<file path="src/rtl/operator_scheduler.sv">
// operator_scheduler: issues one VoiceOperatorID per clock to the synth
// pipeline, frames samples, handles start/stop with a pipeline flush, and
// funnels host configuration writes through a small FIFO onto a shared
// per-target write bus.
module operator_scheduler #(
  parameter int NUM_VOICE_OPERATORS = 128,
  parameter int ID_WIDTH            = $clog2(NUM_VOICE_OPERATORS),
  parameter int PIPELINE_DEPTH      = 12,
  parameter int FIFO_DEPTH          = 4,
  parameter int SYNC_CONFIG         = 1
) (
  input  logic                i_Clock,
  input  logic                i_Reset,
  input  logic                i_Enable,
  output logic [ID_WIDTH-1:0] o_VoiceOperator,
  output logic                o_OperatorValid,
  output logic                o_SampleStrobe,
  output logic                o_Halted,
  input  logic                i_CfgValid,
  output logic                o_CfgReady,
  input  logic [1:0]          i_CfgTarget,
  input  logic [ID_WIDTH-1:0] i_CfgAddr,
  input  logic [15:0]         i_CfgData,
  output logic                o_AlgorithmWriteEnable,
  output logic                o_PhaseStepWriteEnable,
  output logic                o_EnvelopeWriteEnable,
  output logic [ID_WIDTH-1:0] o_ConfigWriteAddr,
  output logic [15:0]         o_ConfigWriteData,
  output logic                o_CfgError
);

  localparam int FLUSH_W = $clog2(PIPELINE_DEPTH + 1);
  localparam int PTR_W   = $clog2(FIFO_DEPTH);
  localparam int CNT_W   = $clog2(FIFO_DEPTH + 1);
  localparam int ENTRY_W = 2 + ID_WIDTH + 16;

  localparam logic [ID_WIDTH-1:0] LAST_SLOT  = ID_WIDTH'(NUM_VOICE_OPERATORS - 1);
  localparam logic [FLUSH_W-1:0]  FLUSH_LAST = FLUSH_W'(PIPELINE_DEPTH);
  localparam logic [CNT_W-1:0]    FIFO_FULL  = CNT_W'(FIFO_DEPTH);

  typedef enum logic [1:0] {
    S_STOPPED,
    S_RUNNING,
    S_DRAINING,
    S_FLUSHING
  } state_t;

  state_t              r_State;
  state_t              w_NextState;
  logic [ID_WIDTH-1:0] r_Slot;
  logic [ID_WIDTH-1:0] w_NextSlot;
  logic [FLUSH_W-1:0]  r_Flush;
  logic [FLUSH_W-1:0]  w_NextFlush;
  logic                w_Issue;

  logic [ENTRY_W-1:0]  r_Mem [FIFO_DEPTH];
  logic [PTR_W-1:0]    r_WrPtr;
  logic [PTR_W-1:0]    r_RdPtr;
  logic [CNT_W-1:0]    r_Count;
  logic [CNT_W-1:0]    w_NextCount;
  logic                w_Push;
  logic                w_Pop;
  logic                w_DrainAllowed;

  logic                r_RetValid;
  logic [ENTRY_W-1:0]  r_RetEntry;
  logic [1:0]          w_RetTarget;
  logic [ID_WIDTH-1:0] w_RetAddr;
  logic [15:0]         w_RetData;

  // Sequencer next-state logic: decides whether a slot is issued this edge,
  // and walks STOPPED -> RUNNING -> DRAINING -> FLUSHING. The slot counter
  // always rests at 0 in STOPPED because a sweep only ends after the last
  // slot, so the first issue of a run is slot 0. The flush counter stays in
  // FLUSHING until PIPELINE_DEPTH idle issue cycles have been presented.
  always_comb begin
    w_NextState = r_State;
    w_NextSlot  = r_Slot;
    w_NextFlush = r_Flush;
    w_Issue     = 1'b0;
    case (r_State)
      S_STOPPED: begin
        if (i_Enable) begin
          w_Issue     = 1'b1;
          w_NextSlot  = r_Slot + ID_WIDTH'(1);
          w_NextState = S_RUNNING;
        end
      end
      S_RUNNING, S_DRAINING: begin
        w_Issue    = 1'b1;
        w_NextSlot = r_Slot + ID_WIDTH'(1);
        if (i_Enable) begin
          w_NextState = S_RUNNING;
        end else if (r_Slot == LAST_SLOT) begin
          w_NextState = S_FLUSHING;
          w_NextFlush = '0;
        end else begin
          w_NextState = S_DRAINING;
        end
      end
      S_FLUSHING: begin
        if (r_Flush == FLUSH_LAST) begin
          w_NextState = S_STOPPED;
          w_NextFlush = '0;
        end else begin
          w_NextFlush = r_Flush + FLUSH_W'(1);
        end
      end
      default: begin
        w_NextState = S_STOPPED;
        w_NextFlush = '0;
      end
    endcase
  end

  // Sequencer state and registered issue outputs; the operator ID holds its
  // last value whenever nothing is issued.
  always_ff @(posedge i_Clock) begin
    if (i_Reset) begin
      r_State         <= S_STOPPED;
      r_Slot          <= '0;
      r_Flush         <= '0;
      o_VoiceOperator <= '0;
      o_OperatorValid <= 1'b0;
      o_SampleStrobe  <= 1'b0;
      o_Halted        <= 1'b1;
    end else begin
      r_State         <= w_NextState;
      r_Slot          <= w_NextSlot;
      r_Flush         <= w_NextFlush;
      o_OperatorValid <= w_Issue;
      o_SampleStrobe  <= w_Issue && (r_Slot == LAST_SLOT);
      o_Halted        <= (w_NextState == S_STOPPED);
      if (w_Issue) begin
        o_VoiceOperator <= r_Slot;
      end
    end
  end

  // FIFO handshake and occupancy. Draining looks at the current state, so a
  // retire decided in STOPPED still completes on the same edge that starts a
  // run, and stops immediately once RUNNING when writes must stay quiet.
  always_comb begin
    w_DrainAllowed = (SYNC_CONFIG == 0) || (r_State == S_STOPPED);
    w_Push         = i_CfgValid && o_CfgReady;
    w_Pop          = (r_Count != '0) && w_DrainAllowed;
    w_NextCount    = r_Count;
    case ({w_Push, w_Pop})
      2'b10:   w_NextCount = r_Count + CNT_W'(1);
      2'b01:   w_NextCount = r_Count - CNT_W'(1);
      default: w_NextCount = r_Count;
    endcase
  end

  // FIFO storage; contents need no reset because occupancy guards every read.
  always_ff @(posedge i_Clock) begin
    if (w_Push) begin
      r_Mem[r_WrPtr] <= {i_CfgTarget, i_CfgAddr, i_CfgData};
    end
  end

  // FIFO pointers, occupancy and the registered ready flag.
  always_ff @(posedge i_Clock) begin
    if (i_Reset) begin
      r_WrPtr    <= '0;
      r_RdPtr    <= '0;
      r_Count    <= '0;
      o_CfgReady <= 1'b1;
    end else begin
      r_Count    <= w_NextCount;
      o_CfgReady <= (w_NextCount != FIFO_FULL);
      if (w_Push) begin
        r_WrPtr <= r_WrPtr + PTR_W'(1);
      end
      if (w_Pop) begin
        r_RdPtr <= r_RdPtr + PTR_W'(1);
      end
    end
  end

  // Retire stage: the popped entry is captured here before being decoded.
  always_ff @(posedge i_Clock) begin
    if (i_Reset) begin
      r_RetValid <= 1'b0;
      r_RetEntry <= '0;
    end else begin
      r_RetValid <= w_Pop;
      if (w_Pop) begin
        r_RetEntry <= r_Mem[r_RdPtr];
      end
    end
  end

  assign w_RetTarget = r_RetEntry[ENTRY_W-1 -: 2];
  assign w_RetAddr   = r_RetEntry[16 +: ID_WIDTH];
  assign w_RetData   = r_RetEntry[15:0];

  // Decode the retired entry into one write strobe (or an error pulse for
  // the reserved target); the shared bus only moves on real writes.
  always_ff @(posedge i_Clock) begin
    if (i_Reset) begin
      o_AlgorithmWriteEnable <= 1'b0;
      o_PhaseStepWriteEnable <= 1'b0;
      o_EnvelopeWriteEnable  <= 1'b0;
      o_CfgError             <= 1'b0;
      o_ConfigWriteAddr      <= '0;
      o_ConfigWriteData      <= '0;
    end else begin
      o_AlgorithmWriteEnable <= r_RetValid && (w_RetTarget == 2'd0);
      o_PhaseStepWriteEnable <= r_RetValid && (w_RetTarget == 2'd1);
      o_EnvelopeWriteEnable  <= r_RetValid && (w_RetTarget == 2'd2);
      o_CfgError             <= r_RetValid && (w_RetTarget == 2'd3);
      if (r_RetValid && (w_RetTarget != 2'd3)) begin
        o_ConfigWriteAddr <= w_RetAddr;
        o_ConfigWriteData <= w_RetData;
      end
    end
  end

endmodule

</file>
<file path="config.mk">
export PLATFORM = sky130hd
export DESIGN_NAME = operator_scheduler
export DESIGN_NICKNAME = d
export VERILOG_FILES = /design/src/rtl/operator_scheduler.sv
export SDC_FILE = /design/constraint.sdc
export NUM_CORES = 1
export LEC_CHECK = 0
export CAP_MARGIN = 15
export CORE_ASPECT_RATIO = 0.75
export CORE_MARGIN = 1.5
export CORE_UTILIZATION = 56
export CTS_CLUSTER_SIZE = 14
export DETAILED_ROUTE_END_ITERATION = 7
export HOLD_SLACK_MARGIN = 0.08
export PLACE_DENSITY = 0.78
export SYNTH_ARGS = -nofsm -noshare
export SYNTH_HDL_FRONTEND = slang
export SYNTH_SLANG_ARGS = --single-unit
</file>
<file path="constraint.sdc">
create_clock -name i_Clock -period 3.85 [get_ports i_Clock]
set_clock_uncertainty 0.1 [all_clocks]
set_input_delay 0.5775 -clock i_Clock [delete_from_list [all_inputs] [get_ports i_Clock]]
set_output_delay 0.5775 -clock i_Clock [all_outputs]
set_load 0.01 [all_outputs]
</file>
==> flow_summary.yaml <==
logic_synthesis:
  syn-cell-area_sq_um: 6870
  synth-edff-count: 100
  avgSynthCellArea_sq_um: 13.5
  syn_nets: 551
  async_flop_share_pct: 0
  synth_top_family_by_area: "simple AND/OR/NAND/NOR gates"
  synthSimpleGateAreaFrac_pct: 10.4
  ys_types: 45
  synth_mux_area_share_pct: 9.74
  synth_compound_area_share_pct: 5.92
  synth_flop_cell: "edfxtp_1"
  synth_top_area_share_pct: 43.7
  synth_top_cell_by_area: "edfxtp_1"
  synthXorXnorAreaFrac_pct: 1.15
  synthAdderAreaFrac_pct: 2.29
  netlist_top_cells_area: "edfxtp_1, dfxtp_1, mux4_2"
  ys_seq_area_share_pct: 68.1
  netlist_instances: 510
  yosys_register_bits: 184
  ys_warn_count: 0
power_and_ir_drop:
  p_sw_mw: 1.50
  ir_worst_vdd_uv: 353
  swShare_pct: 28.2
  p_leak_nw: 2.81
  share_comb_of_total_power_pct: 19.3
  p_int_mw: 3.82
  power.share.clock_pct: 33.6
  seqPwrFrac_pct: 47.1
  pwr_density_cell_nw_per_um2: 641
finish:
  fin_nets: 619
  fin_util_pct: 70.4
  mostFrequentLayoutCells: "nand2_1, edfxtp_1, dfxtp_1"
  syn2layout_area_growth_pct: 20.7
  antenna_cells: 0
  final_layout_size_suffix_gt1_share_pct: 12.4
  seq_area_sq_um: 4680
  multiInputGateArea_sq_um: 2030
  layout_commonest_cell: "nand2_1"
  nFillCells: 782
grt:
  grt_pass1_vias: 4180
  grt_use_total_pct: 21.9
  grt_max_degree: 53
  antenna_found_initial: 0
  grt-ovfl-total: 0
  grt_pass1_wl_um: 21200
sta:
  rsz0062_at_grt: "false"
  final_max_slew_viol_count: 0
  fmax_ghz: 0.319
  slew_headroom_pct: 36.3
  holdWs_ns: 0.354
  period_needed_ns: 3.13
  period_share_pct: 81.3
  setup_ws_ns: 0.718
  hold_violations: 0
  worstMarginPinSlew_ns: 0.956
  tns_ns: 0
  setup_viol: 0
floorplan:
  core_area_sq_um: 11800
  ios: 67
  initial_core_util_pct: 58.3
  rows: 34
  die_w_um: 131
  die_area_sq_um: 13000
  dieHeight_um: 99.0
cts:
  cts_tree: "yes"
  root_buffer: "clkbuf_16"
  clk_path_buf_depth: 2
  cts_hold_repair.buffers: 0
  clk_latency_ns: 0.42
  numCtsBuffers: 17
  clk_pin_slew_worst_paths_ns: 0.07
  ctsResizeCount: 0
  cts_setup_buffers: 0
  cts.sinks: 184
  h-tree-depth: 4
routing:
  wl_um: 12900
  first_iter_violations: 329
  num_vias: 4104
  drt.antenna.violating_nets: 0
  vias_per_cell: 5.45
  drt_pre_antenna_iters: 4
  wl_per_cell_um: 17.1
  route.detailed.drc: 0
setup_path:
  crit_required_ns: 4.05
  crit_path_start_kind: "flip-flop"
  endpoint_kind: "flip-flop"
  cp.arrival_ns: 3.33
  reg2reg_slack_ns: 0.72
  path_max_fanout: 28
  critPathKind: "reg2reg"
placed_design:
  port_buffers: 66
  dpl.hpwl_um: 8530
  place_congestion: 0.730
  pre_cts_ws_ns: 0.758
flow_run:
  max-cap-violations: 0
outcome:
  outcome: "finished, final reports clean"
worst_hold_path:
  hold_path.class: "reg2reg"
==> cell type report <==
class | instances | area share, %
clock buffer | 17 | 5.13
inverter | 14 | 0.633
tap | 162 | 2.44
timing repair buffer | 74 | 8.63
clock inverter | 15 | 2.28
sequential | 184 | 56.5
multi-input combinational | 287 | 24.4
==> sequential cells by signal, summed over array words and instances, names as in the netlist, 2 cells and up <==
signal	count
r_RdPtr	2
o_ConfigWriteAddr	7
r_WrPtr	2
o_VoiceOperator	7
r_Flush	4
r_Mem	100
r_State	2
o_ConfigWriteData	16
r_Slot	7
r_RetEntry	25
r_Count	3
==> kinds of logic (layout without fill, tap and decap cells) <==
kind of cell,Yosys count,count (layout)
compound gates,69,69
xor+xnor,9,9
fa+ha+maj,12,12
buf+inv,39,120
flops,184,184
mux,35,35
simple gates,162,162
==> synth_stat cells, drive strengths merged, types with 4 or more instances <==
cell / n
nand2: 109
a21oi: 54
mux2i: 8
inv: 14
clkbuf: 11
xnor2: 4
mux4: 25
edfxtp: 100
nor2: 22
ha: 11
o21ai: 4
buf: 14
xor2: 5
and3: 4
dfxtp: 84
nand3: 8
==> power by group through the flow <==
stage          clock (mW)  combinational, mW  sequential (mW)
2_1_floorplan           0              0.740             2.50
3_3_place_gp            0              0.992             2.52
3_5_place_dp            0               1.03             2.54
4_1_cts              1.81               1.04             2.50
5_1_grt              1.90               1.14             2.53
6_report             1.79               1.03             2.50
==> path summary, 6_finish.rpt <==
path | end | cells after the start | from
setup reg to reg | o_CfgReady$_SDFF_PP1_ | 9 | r_Count[1]$_SDFF_PP0_
hold / removal | o_ConfigWriteData[11]$_SDFFE_PP0P_ | 2 | o_ConfigWriteData[11]$_SDFFE_PP0P_
setup / recovery | o_CfgReady$_SDFF_PP1_ | 9 | r_Count[1]$_SDFF_PP0_
hold reg to reg | o_ConfigWriteData[11]$_SDFFE_PP0P_ | 2 | o_ConfigWriteData[11]$_SDFFE_PP0P_
==> metrics by stage <==
stage                     std cells  power [mW]  area (sq um)
after global routing            753        5.56          8300
after global placement          721        3.51          7680
after CTS                       753        5.35          8300
after detailed placement        721        3.57          7680
final                           753        5.32          8300
after floorplan                 510        3.24          6870
==> critical path, stage by stage (launching register included) <==
cell and delay (ns):
dfxtp_1 0.35, o31ai_4 0.84, inv_2 0.41, ha_1 0.35
inv_1 0.08, fa_1 0.18, xor2_1 0.08, or3_1 0.33
a21oi_1 0.20, nand2_1 0.08
==> routing by layer <==
metal / up-vias / GRT usage (%) / share of wire (%)
li1: 1967 / - / -
met1: 2021 / 31.2 / 47
met2: 105 / 33.3 / 47
met3: 11 / 5.37 / 5.2
met4: 0 / 7.27 / 0.88
met5: - / 0 / 0
(Power assumes the default switching activity.)
